--- config.mk ---
export PLATFORM = sky130hd
export DESIGN_NAME = sos_panel
export DESIGN_NICKNAME = d
export VERILOG_FILES = /design/src/rtl/sos_pkg.sv /design/src/rtl/sos_sync2.sv /design/src/rtl/sos_panel.sv
export SDC_FILE = /design/constraint.sdc
export NUM_CORES = 1
export LEC_CHECK = 0
export CAP_MARGIN = 20
export CORE_ASPECT_RATIO = 1.4
export CORE_MARGIN = 3
export CORE_UTILIZATION = 25
export DETAILED_ROUTE_END_ITERATION = 12
export SETUP_SLACK_MARGIN = 0.5
export SKIP_LAST_GASP = 1
export SYNTH_ARGS = -nofsm -noshare
export SYNTH_HDL_FRONTEND = slang
export SYNTH_SLANG_ARGS = --single-unit
--- constraint.sdc ---
create_clock -name clk -period 1.95 [get_ports clk]
set_input_delay 0.2925 -clock clk [delete_from_list [all_inputs] [get_ports clk]]
set_output_delay 0.2925 -clock clk [all_outputs]
set_load 0.01 [all_outputs]
--- src/rtl/sos_pkg.sv ---
// -----------------------------------------------------------------------------
// sos_pkg
// Shared definitions for the cabin-side SOS panel logic: the button/ack FSM
// state encoding, default timing parameters and a small helper used to size
// the shared FSM counter.
// -----------------------------------------------------------------------------
package sos_pkg;

  // Default timing, all in clk cycles.
  localparam int DEBOUNCE_CYCLES_DEF = 4;
  localparam int ACK_TIMEOUT_DEF     = 8;
  localparam int LOCKOUT_CYCLES_DEF  = 16;
  localparam int BLINK_HALF_DEF      = 4;

  // Button / acknowledge sequencing states.
  typedef enum logic [2:0] {
    IDLE         = 3'd0,
    DEBOUNCE     = 3'd1,
    FLIP         = 3'd2,
    WAIT_ACK     = 3'd3,
    LOCKOUT      = 3'd4,
    WAIT_RELEASE = 3'd5
  } sos_state_t;

  // Largest of three values; sizes the counter shared by several states.
  function automatic int max3(input int a, input int b, input int c);
    int m;
    m = a;
    if (b > m) m = b;
    if (c > m) m = c;
    return m;
  endfunction

endpackage

--- src/rtl/sos_sync2.sv ---
// -----------------------------------------------------------------------------
// sos_sync2
// Two-flop synchroniser for a single asynchronous level. Both stages reset to
// RESET_VAL so the synchronised output comes out of reset at a known level.
//
// Ports:
//   clk  - sampling clock
//   rst  - asynchronous active-high reset
//   d    - asynchronous input level
//   q    - synchronised level (second stage)
// -----------------------------------------------------------------------------
module sos_sync2 #(
  parameter logic RESET_VAL = 1'b0
) (
  input  logic clk,
  input  logic rst,
  input  logic d,
  output logic q
);

  logic stage1;

  // Plain two-stage shift; the first stage is allowed to go metastable.
  always_ff @(posedge clk or posedge rst) begin
    if (rst) begin
      stage1 <= RESET_VAL;
      q      <= RESET_VAL;
    end else begin
      stage1 <= d;
      q      <= stage1;
    end
  end

endmodule

--- src/rtl/sos_panel.sv ---
// -----------------------------------------------------------------------------
// sos_panel
// Operator-side end of the SOS flip/mode interface. The raw cabin button is
// synchronised and debounced, then a single-cycle sos_flip pulse is sent to
// the SOS handler. The panel then watches sos_mode to confirm the handler
// toggled, raising a sticky ack_fault if it did not. Independently, the
// alarm LED blinks whenever sos_mode is high.
//
// Ports:
//   clk       - single clock, rising edge
//   rst       - asynchronous active-high reset
//   btn_raw   - raw SOS button, asynchronous and bouncy
//   sos_mode  - SOS mode level from the handler (clk domain)
//   fault_clr - one-cycle clear of ack_fault
//   sos_flip  - one-cycle toggle request to the handler
//   alarm_led - blinking indicator while sos_mode is high
//   ack_fault - sticky: a flip was sent but sos_mode never changed
//   busy      - high whenever the FSM is not IDLE
// -----------------------------------------------------------------------------
module sos_panel
  import sos_pkg::*;
#(
  parameter int DEBOUNCE_CYCLES = DEBOUNCE_CYCLES_DEF,
  parameter int ACK_TIMEOUT     = ACK_TIMEOUT_DEF,
  parameter int LOCKOUT_CYCLES  = LOCKOUT_CYCLES_DEF,
  parameter int BLINK_HALF      = BLINK_HALF_DEF
) (
  input  logic clk,
  input  logic rst,
  input  logic btn_raw,
  input  logic sos_mode,
  input  logic fault_clr,
  output logic sos_flip,
  output logic alarm_led,
  output logic ack_fault,
  output logic busy
);

  localparam int CNT_MAX = max3(DEBOUNCE_CYCLES, ACK_TIMEOUT, LOCKOUT_CYCLES);
  localparam int CW      = $clog2(CNT_MAX + 1);
  localparam int BW      = $clog2(BLINK_HALF + 1);

  // Terminal counts; every one of them resets the counter, so it never wraps.
  localparam logic [CW-1:0] DEB_LAST   = CW'(DEBOUNCE_CYCLES - 1);
  localparam logic [CW-1:0] ACK_LAST   = CW'(ACK_TIMEOUT - 1);
  localparam logic [CW-1:0] LOCK_LAST  = CW'(LOCKOUT_CYCLES - 1);
  localparam logic [BW-1:0] BLINK_LAST = BW'(BLINK_HALF - 1);

  sos_state_t    state;
  sos_state_t    state_next;
  logic [CW-1:0] cnt;
  logic [CW-1:0] cnt_next;
  logic          btn_s;
  logic          mode_before;
  logic          capture_mode;
  logic          fault_set;
  logic          mode_q;
  logic [BW-1:0] blink_cnt;

  // The synchroniser resets high: a button held through reset looks pressed,
  // which parks the FSM in WAIT_RELEASE until it is actually let go.
  sos_sync2 #(
    .RESET_VAL(1'b1)
  ) u_btn_sync (
    .clk (clk),
    .rst (rst),
    .d   (btn_raw),
    .q   (btn_s)
  );

  // State register plus the shared counter and the pre-flip mode snapshot.
  always_ff @(posedge clk or posedge rst) begin
    if (rst) begin
      state       <= WAIT_RELEASE;
      cnt         <= '0;
      mode_before <= 1'b0;
    end else begin
      state <= state_next;
      cnt   <= cnt_next;
      if (capture_mode) begin
        mode_before <= sos_mode;
      end
    end
  end

  // Next-state logic. The counter is reused by DEBOUNCE, WAIT_ACK and
  // LOCKOUT and is cleared whenever one of those states is entered or left.
  always_comb begin
    state_next   = state;
    cnt_next     = cnt;
    capture_mode = 1'b0;
    fault_set    = 1'b0;
    case (state)
      IDLE: begin
        if (btn_s) begin
          state_next = DEBOUNCE;
          cnt_next   = '0;
        end
      end
      DEBOUNCE: begin
        if (!btn_s) begin
          state_next = IDLE;
          cnt_next   = '0;
        end else if (cnt == DEB_LAST) begin
          state_next   = FLIP;
          cnt_next     = '0;
          capture_mode = 1'b1;
        end else begin
          cnt_next = cnt + CW'(1);
        end
      end
      FLIP: begin
        state_next = WAIT_ACK;
        cnt_next   = '0;
      end
      WAIT_ACK: begin
        if (sos_mode != mode_before) begin
          state_next = LOCKOUT;
          cnt_next   = '0;
        end else if (cnt == ACK_LAST) begin
          fault_set  = 1'b1;
          state_next = LOCKOUT;
          cnt_next   = '0;
        end else begin
          cnt_next = cnt + CW'(1);
        end
      end
      LOCKOUT: begin
        if (cnt == LOCK_LAST) begin
          state_next = WAIT_RELEASE;
          cnt_next   = '0;
        end else begin
          cnt_next = cnt + CW'(1);
        end
      end
      WAIT_RELEASE: begin
        if (!btn_s) begin
          state_next = IDLE;
          cnt_next   = '0;
        end
      end
      default: begin
        state_next = WAIT_RELEASE;
        cnt_next   = '0;
      end
    endcase
  end

  // Outputs decoded straight from the state register, so sos_flip lasts
  // exactly the one cycle spent in FLIP.
  always_comb begin
    sos_flip = (state == FLIP);
    busy     = (state != IDLE);
  end

  // Sticky acknowledge fault. A new fault beats a coincident clear so that a
  // failure can never be silently lost.
  always_ff @(posedge clk or posedge rst) begin
    if (rst) begin
      ack_fault <= 1'b0;
    end else if (fault_set) begin
      ack_fault <= 1'b1;
    end else if (fault_clr) begin
      ack_fault <= 1'b0;
    end
  end

  // Alarm LED, independent of the button FSM. It lights immediately on the
  // rising edge of sos_mode, then toggles every BLINK_HALF cycles, and is
  // forced dark as soon as sos_mode drops.
  always_ff @(posedge clk or posedge rst) begin
    if (rst) begin
      mode_q    <= 1'b0;
      alarm_led <= 1'b0;
      blink_cnt <= '0;
    end else begin
      mode_q <= sos_mode;
      if (!sos_mode) begin
        alarm_led <= 1'b0;
        blink_cnt <= '0;
      end else if (!mode_q) begin
        alarm_led <= 1'b1;
        blink_cnt <= '0;
      end else if (blink_cnt == BLINK_LAST) begin
        alarm_led <= ~alarm_led;
        blink_cnt <= '0;
      end else begin
        blink_cnt <= blink_cnt + BW'(1);
      end
    end
  end

endmodule

==> out/results.ini, run 1 <==
[power_and_ir_drop]
p_sw_frac = 0.374
leakage_nw = 0.569
irDropWorstVdd_mv = 0.639
power_frac_comb = 0.518
p_int_w = 0.000975
report.power.total_w = 0.00156
p_per_area_mw_per_mm2 = 1170
power_switching_w = 0.000582
p_clk_frac = 0.170
pwr-share-seq = 0.312

[setup_path]
r2r-end = state[1]$_DFFE_PP0P_
crit_path_end_kind = flip-flop
reg2reg_slack_ps = 230
cp_data_required_time_ps = 2080
crit_fanout = 4
r2r_cells = 8
worst_setup_path_start_kind = flip-flop
critPathKind = flip-flop to flip-flop
reg2reg_from = cnt[0]$_DFFE_PP0P_
arrival_ps = 1860

[finish]
areaGrowthSynthToFinish_pct = 39.6
nets = 122
drive_gt1_frac = 0.429
fin_area_sq_mm = 0.00133
diodes = 0

[worst_hold_path]
hold_start = u_btn_sync.stage1$_DFF_PP1_
min_path_type = flip-flop to flip-flop
holdPathEnd = u_btn_sync.q$_DFF_PP1_
min_path_cells = 0

[clock_tree]
clk_path_buf_depth = 2
worstSkewPairLatency_ps = 250
clk_pin_slew_worst_paths_ps = 70
clockRootBuffer = clkbuf_8
hold_buffers = 0
cts_buffers = 3
clock_sinks = 17
h-tree-depth = 1
cts_tree = done

[drt]
drt-initial-drc-count = 12
drt_wl_total_microns = 2100
via_per_inst = 4.93
routedWlPerCell_microns = 13.8
ant_nets = 0
first_pass_iters = 4
vias = 749
drc = 0

[synthesis]
synth_nets = 96
ys_seq_area_frac = 0.452
synthCells = 87
netlist_area_sq_um = 952
synth_seq_cells = 17
synth-edff-count = 0
synth.area.top_cells = dfrtp_1 34%, dfstp_2 11%, ha_1 5.3%
async_reset_ff_frac = 1.00
yosys.area.top_type = dfrtp_1
ys_warn_count = 0
ys.flop_type = dfrtp_1
synthTopCellsByCount = 13 x dfrtp_1, 7 x nand2_1, 6 x inv_1
synth_area_per_cell_sq_um = 10.9
synth_top_cell_area_share = 0.342
synthDistinctLibCells = 39
synth.most_common_cell = dfrtp_1

[placed_design]
place_hpwl_microns = 1340
io_buffer_count = 8
globalplace.congestion = 0.743
dpl_cell_area_sq_mm = 0.00110

[sta]
clock.fmax_ghz = 0.580
holdWs_ps = 357
skew_ps = 1.83
hold_viol = 0
rsz0062_at_grt = true
setup_viol = 0
period_share = 0.884
slew_headroom = 0.556
period_minus_slack_ps = 1720
tns_ps = 0
worst_slew_pin_slew_ps = 666
maxSlewViolCount = 0

[grt]
antenna_found_initial = 0
grt_use_total = 0.0891
grt-ovfl-total = 0
grt_max_degree = 18
grt_first_pass_wirelength_microns = 3170
grt_pass1_vias = 693

[die]
fp.coreArea_sq_mm = 0.00350
rows = 25
die_area_sq_mm = 0.00460
top_level_ports = 9
die_w_microns = 58.2
fp.dieH_microns = 79.0
initial_core_util = 0.272

[job]
cap_violations = 0

[status]
status = finished clean

## logic make-up (layout without fill, tap and decap cells)
logic type                 after synthesis  count (layout)  share of synthesized area
buffers and inverters                   10              35                     0.0499
adders and majority gates                4               4                     0.0526
and+or+nand+nor                         35              35                      0.258
DFF                                     17              17                      0.452
AOI/OAI and AO/OA                       17              17                      0.149
muxes                                    1               1                     0.0118
xor gates and xnor gates                 3               3                     0.0276
## cells in the final DEF (no fill, tap or decap), drive strengths merged, types with 2 or more instances in the layout
cell	synthesis	final
dfrtp	13	13
clkdlybuf4s50	0	4
xnor2	2	2
clkbuf	0	3
dfstp	4	4
a21oi	5	5
or3	3	3
nor3	5	5
ha	4	4
nor2b	3	3
nand3	2	2
nand2	7	7
inv	6	6
nor4b	2	2
o22ai	3	3
buf	4	18
nor2	6	6
## through the flow
step | setup slack, ps | instances | util
2_1_floorplan | 247 | 87 | -
3_3_place_gp | 152 | 134 | 0.313
3_5_place_dp | 116 | 134 | 0.313
4_1_cts | 233 | 145 | 0.348
6_report | 226 | 152 | 0.379
5_1_grt | 165 | 152 | 0.379
## per-layer routing
| metal | up-vias | global-route usage | share of wire |
|---|---|---|---|
| met5 | - | 0 | 0 |
| met4 | 0 | 0.0418 | 0.012 |
| met3 | 2 | 0.00976 | 0.015 |
| met2 | 12 | 0.152 | 0.55 |
| met1 | 369 | 0.110 | 0.42 |
| li1 | 366 | - | - |
## worst max path at each step
stage                       start                   end  cells after the start
6_report       cnt[0]$_DFFE_PP0P_  state[1]$_DFFE_PP0P_                      8
5_1_grt        cnt[0]$_DFFE_PP0P_  state[1]$_DFFE_PP0P_                      8
4_1_cts        cnt[0]$_DFFE_PP0P_  state[1]$_DFFE_PP0P_                      8
3_5_place_dp   cnt[0]$_DFFE_PP0P_  state[1]$_DFFE_PP0P_                      8
3_3_place_gp   cnt[1]$_DFFE_PP0P_  state[1]$_DFFE_PP0P_                      8
2_1_floorplan  cnt[1]$_DFFE_PP0P_  state[1]$_DFFE_PP0P_                      8
## power groups by stage
stage / clock [W] / combinational, W / sequential, W
3_3_place_gp: 0 / 0.000558 / 0.000523
4_1_cts: 0.000276 / 0.000691 / 0.000480
6_report: 0.000264 / 0.000807 / 0.000485
5_1_grt: 0.000291 / 0.000866 / 0.000491
3_5_place_dp: 0 / 0.000559 / 0.000525
2_1_floorplan: 0 / 0.000453 / 0.000490
## worst max-delay path, stage by stage, from the launching register on
cell	delay (ps)
dfrtp_1	390
ha_2	220
nand3_4	90
inv_2	50
ha_4	140
or3b_4	380
nor2_4	140
nor3_2	70
o31a_1	120
## registers in the layout, indices dropped and copies added (netlist names), named ones only
name,flops
alarm_led,1
mode_q,1
ack_fault,1
state,2
u_btn_sync.q,1
u_btn_sync.stage1,1
mode_before,1
blink_cnt,3
cnt,5
## layout make-up
cell class / count / area [sq um]
clock buffers: 3 / 41.3
clock inverters: 1 / 5.00
fillers: 345 / 2170
inverters: 6 / 22.5
multi-input cells: 60 / 557
flip-flops and latches: 17 / 432
well taps: 40 / 50.0
repair buffers: 25 / 221
## timing repair
item | CTS | global route
buffers inserted | 7 | 7
pin swaps | 6 | 4
resized for setup | 12 | 11
endpoints found under the setup margin | 12 | 13
Power figures use the tool's default switching activity.
==> run 2, diff against run 1 <==
--- a/config.mk
+++ b/config.mk
@@ -11,2 +11,3 @@
 export CORE_UTILIZATION = 25
+export CTS_CLUSTER_DIAMETER = 120
 export DETAILED_ROUTE_END_ITERATION = 12
==> constraint.sdc (replaced) <==
create_clock -name clk -period 1.95 [get_ports clk]
set_input_delay 0.39 -clock clk [delete_from_list [all_inputs] [get_ports clk]]
set_output_delay 0.39 -clock clk [all_outputs]
set_load 0.01 [all_outputs]
==> run 2 against run 1 <==
Wire length is 5.2% higher. Global-route usage rose by 0.91 points. Worst setup slack worse by 14 ps. Critical path type unchanged. Largest power group unchanged.
==> out/results.ini, run 2 (synthesis results as in run 1) <==
[status]
status = finished clean

[job]
cap_violations = 0  ; unchanged

[drt]
via_per_inst = 5.08  ; +3.0%
drt-initial-drc-count = 21  ; +9
routedWlPerCell_microns = 14.0  ; +1.2%
drt_wl_total_microns = 2210  ; +5.2%
vias = 802  ; +7.1%
ant_nets = 0  ; unchanged
drc = 0  ; unchanged
first_pass_iters = 4  ; unchanged

[power_and_ir_drop]
p_per_area_mw_per_mm2 = 1220  ; +4.2%
power_frac_comb = 0.551  ; +0.033
power_switching_w = 0.000633  ; +8.8%
p_sw_frac = 0.370  ; -0.00362
pwr-share-seq = 0.295  ; -0.017
p_int_w = 0.00108  ; +10%
p_clk_frac = 0.154  ; -0.016
irDropWorstVdd_mv = 0.713  ; +12%
leakage_nw = 0.616  ; +8.3%

[finish]
layout_common_cells = 20 x buf_4, 13 x dfrtp_1, 5 x inv_1
regArea_sq_um = 430  ; -0.29%
fill_cells = 337  ; -2.3%
diodes = 0  ; unchanged
drive_gt1_frac = 0.508  ; +0.0799
top_regs = cnt x5, blink_cnt x3, state x2
nets = 128  ; +4.9%
largest_reg_flops = 5  ; unchanged
utilization = 0.400  ; +0.0207
multi_input_area_sq_um = 584  ; +4.9%
final_common_cell = buf_4
areaGrowthSynthToFinish_pct = 47.2
top_register = cnt

[placed_design]
io_buffer_count = 8  ; unchanged
place_hpwl_microns = 1410  ; +5.6%
globalplace.congestion = 0.863  ; +16%

[setup_path]
crit_path_end_kind = flip-flop
crit_fanout = 4  ; unchanged
arrival_ps = 1910  ; +50 ps
worst_setup_path_start_kind = flip-flop
reg2reg_slack_ps = 210  ; about the same
cp_data_required_time_ps = 2120  ; +40 ps
critPathKind = flip-flop to flip-flop

[clock_tree]
clockRootBuffer = clkbuf_8
cts_buffers = 3  ; unchanged
clk_pin_slew_worst_paths_ps = 60  ; about the same
cts_tree = done
clk_path_buf_depth = 2  ; unchanged
worstSkewPairLatency_ps = 250  ; about the same
clock_sinks = 17  ; unchanged
hold_buffers = 0  ; unchanged
h-tree-depth = 1  ; unchanged

[die]
fp.dieH_microns = 79.0  ; unchanged
initial_core_util = 0.272  ; unchanged
top_level_ports = 9  ; unchanged
rows = 25  ; unchanged
die_w_microns = 58.2  ; unchanged
fp.coreArea_sq_mm = 0.00350  ; unchanged
die_area_sq_mm = 0.00460  ; unchanged

[grt]
grt-ovfl-total = 0  ; unchanged
grt_first_pass_wirelength_microns = 3460  ; +8.9%
grt_max_degree = 18  ; unchanged
grt_use_total = 0.0982  ; +0.00911
grt_pass1_vias = 786  ; +13%
antenna_found_initial = 0  ; unchanged

[sta]
hold_viol = 0  ; unchanged
period_minus_slack_ps = 1740  ; +13.6 ps
slew_headroom = 0.760  ; +0.205
setup_viol = 0  ; unchanged
skew_ps = 1.18  ; -0.643 ps
rsz0062_at_grt = true
period_share = 0.891  ; +0.00695
clock.fmax_ghz = 0.575  ; -0.78%
tns_ps = 0  ; unchanged
holdWs_ps = 356  ; -0.900 ps
worst_slew_pin_slew_ps = 359  ; -307 ps
maxSlewViolCount = 0  ; unchanged

[worst_hold_path]
min_path_type = flip-flop to flip-flop

## run 2: cell count changes in the layout (fill, tap and decap cells not counted), sizes merged
cell	change
dlymetal6s2s	-1
dlygate4sd2	+1
buf	+7
clkdlybuf4s15	-1
## run 2: worst paths after layout
| check | endpoint | cells after the start | start |
|---|---|---|---|
| setup reg to reg | cnt[0]$_DFFE_PP0P_ | 8 | cnt[0]$_DFFE_PP0P_ |
| hold / removal | u_btn_sync.q$_DFF_PP1_ | 0 | u_btn_sync.stage1$_DFF_PP1_ |
| min in group asynchronous | cnt[1]$_DFFE_PP0P_ | 3 | rst |
| hold reg to reg | u_btn_sync.q$_DFF_PP1_ | 0 | u_btn_sync.stage1$_DFF_PP1_ |
| max in group asynchronous | asynchronous set/reset pin | 3 | rst |
| setup / recovery | cnt[0]$_DFFE_PP0P_ | 8 | cnt[0]$_DFFE_PP0P_ |
## run 2: power groups by stage
stage,registers [W],logic [W],clock network (W)
floorplan,0.000491,0.000463,0
global placement,0.000512,0.000580,0
detailed placement,0.000514,0.000585,0
CTS,0.000479,0.000758,0.000274
global route,0.000511,0.00101,0.000287
finish,0.000504,0.000943,0.000263
## run 2: timing repair
action                                 4_1_cts  5_1_grt
setup buffers                               11        8
setup endpoints to repair                   14       11
pin swaps                                    8        6
endpoints found under the hold margin        0        0
gates resized for setup                     16       18
## run 2: layer usage
layer  share of wire  up-vias  GRT usage
li1                -      375          -
met1            0.38      399      0.108
met2            0.57       21      0.169
met3           0.025        7     0.0146
met4           0.029        0     0.0696
met5               0        -          0
## run 2: final cells by class
type / count / share of cell area
clock buffers: 3 / 0.0295
inverters: 6 / 0.0161
multi-input cells: 60 / 0.417
well taps: 40 / 0.0357
clock inverters: 1 / 0.00357
repair buffers: 31 / 0.191
flip-flops and latches: 17 / 0.307
## run 2: critical path: stages, from the launching register on
cell and delay, ps:
dfrtp_1 430, ha_4 200, nand3_4 80, inv_2 50, ha_4 140, or3b_4 390, nor2_4 170, nor2_1 70
a21oi_1 140
## run 2: per-stage QoR
stage | power (W) | instances | setup WS, ps | area [sq um]
4_1_cts | 0.00151 | 150 | 232 | 1270
3_5_place_dp | 0.00110 | 135 | 94.0 | 1110
3_3_place_gp | 0.00109 | 135 | 118 | 1110
6_report | 0.00171 | 158 | 212 | 1400
5_1_grt | 0.00181 | 158 | 144 | 1400
2_1_floorplan | 0.000954 | 87 | 247 | 977
==> run 3, diff against run 2 <==
- ABC_CLOCK_PERIOD_IN_PS: default -> 1950
==> results of run 3 <==
The final DEF is identical to that of run 2; final timing and power are the same.
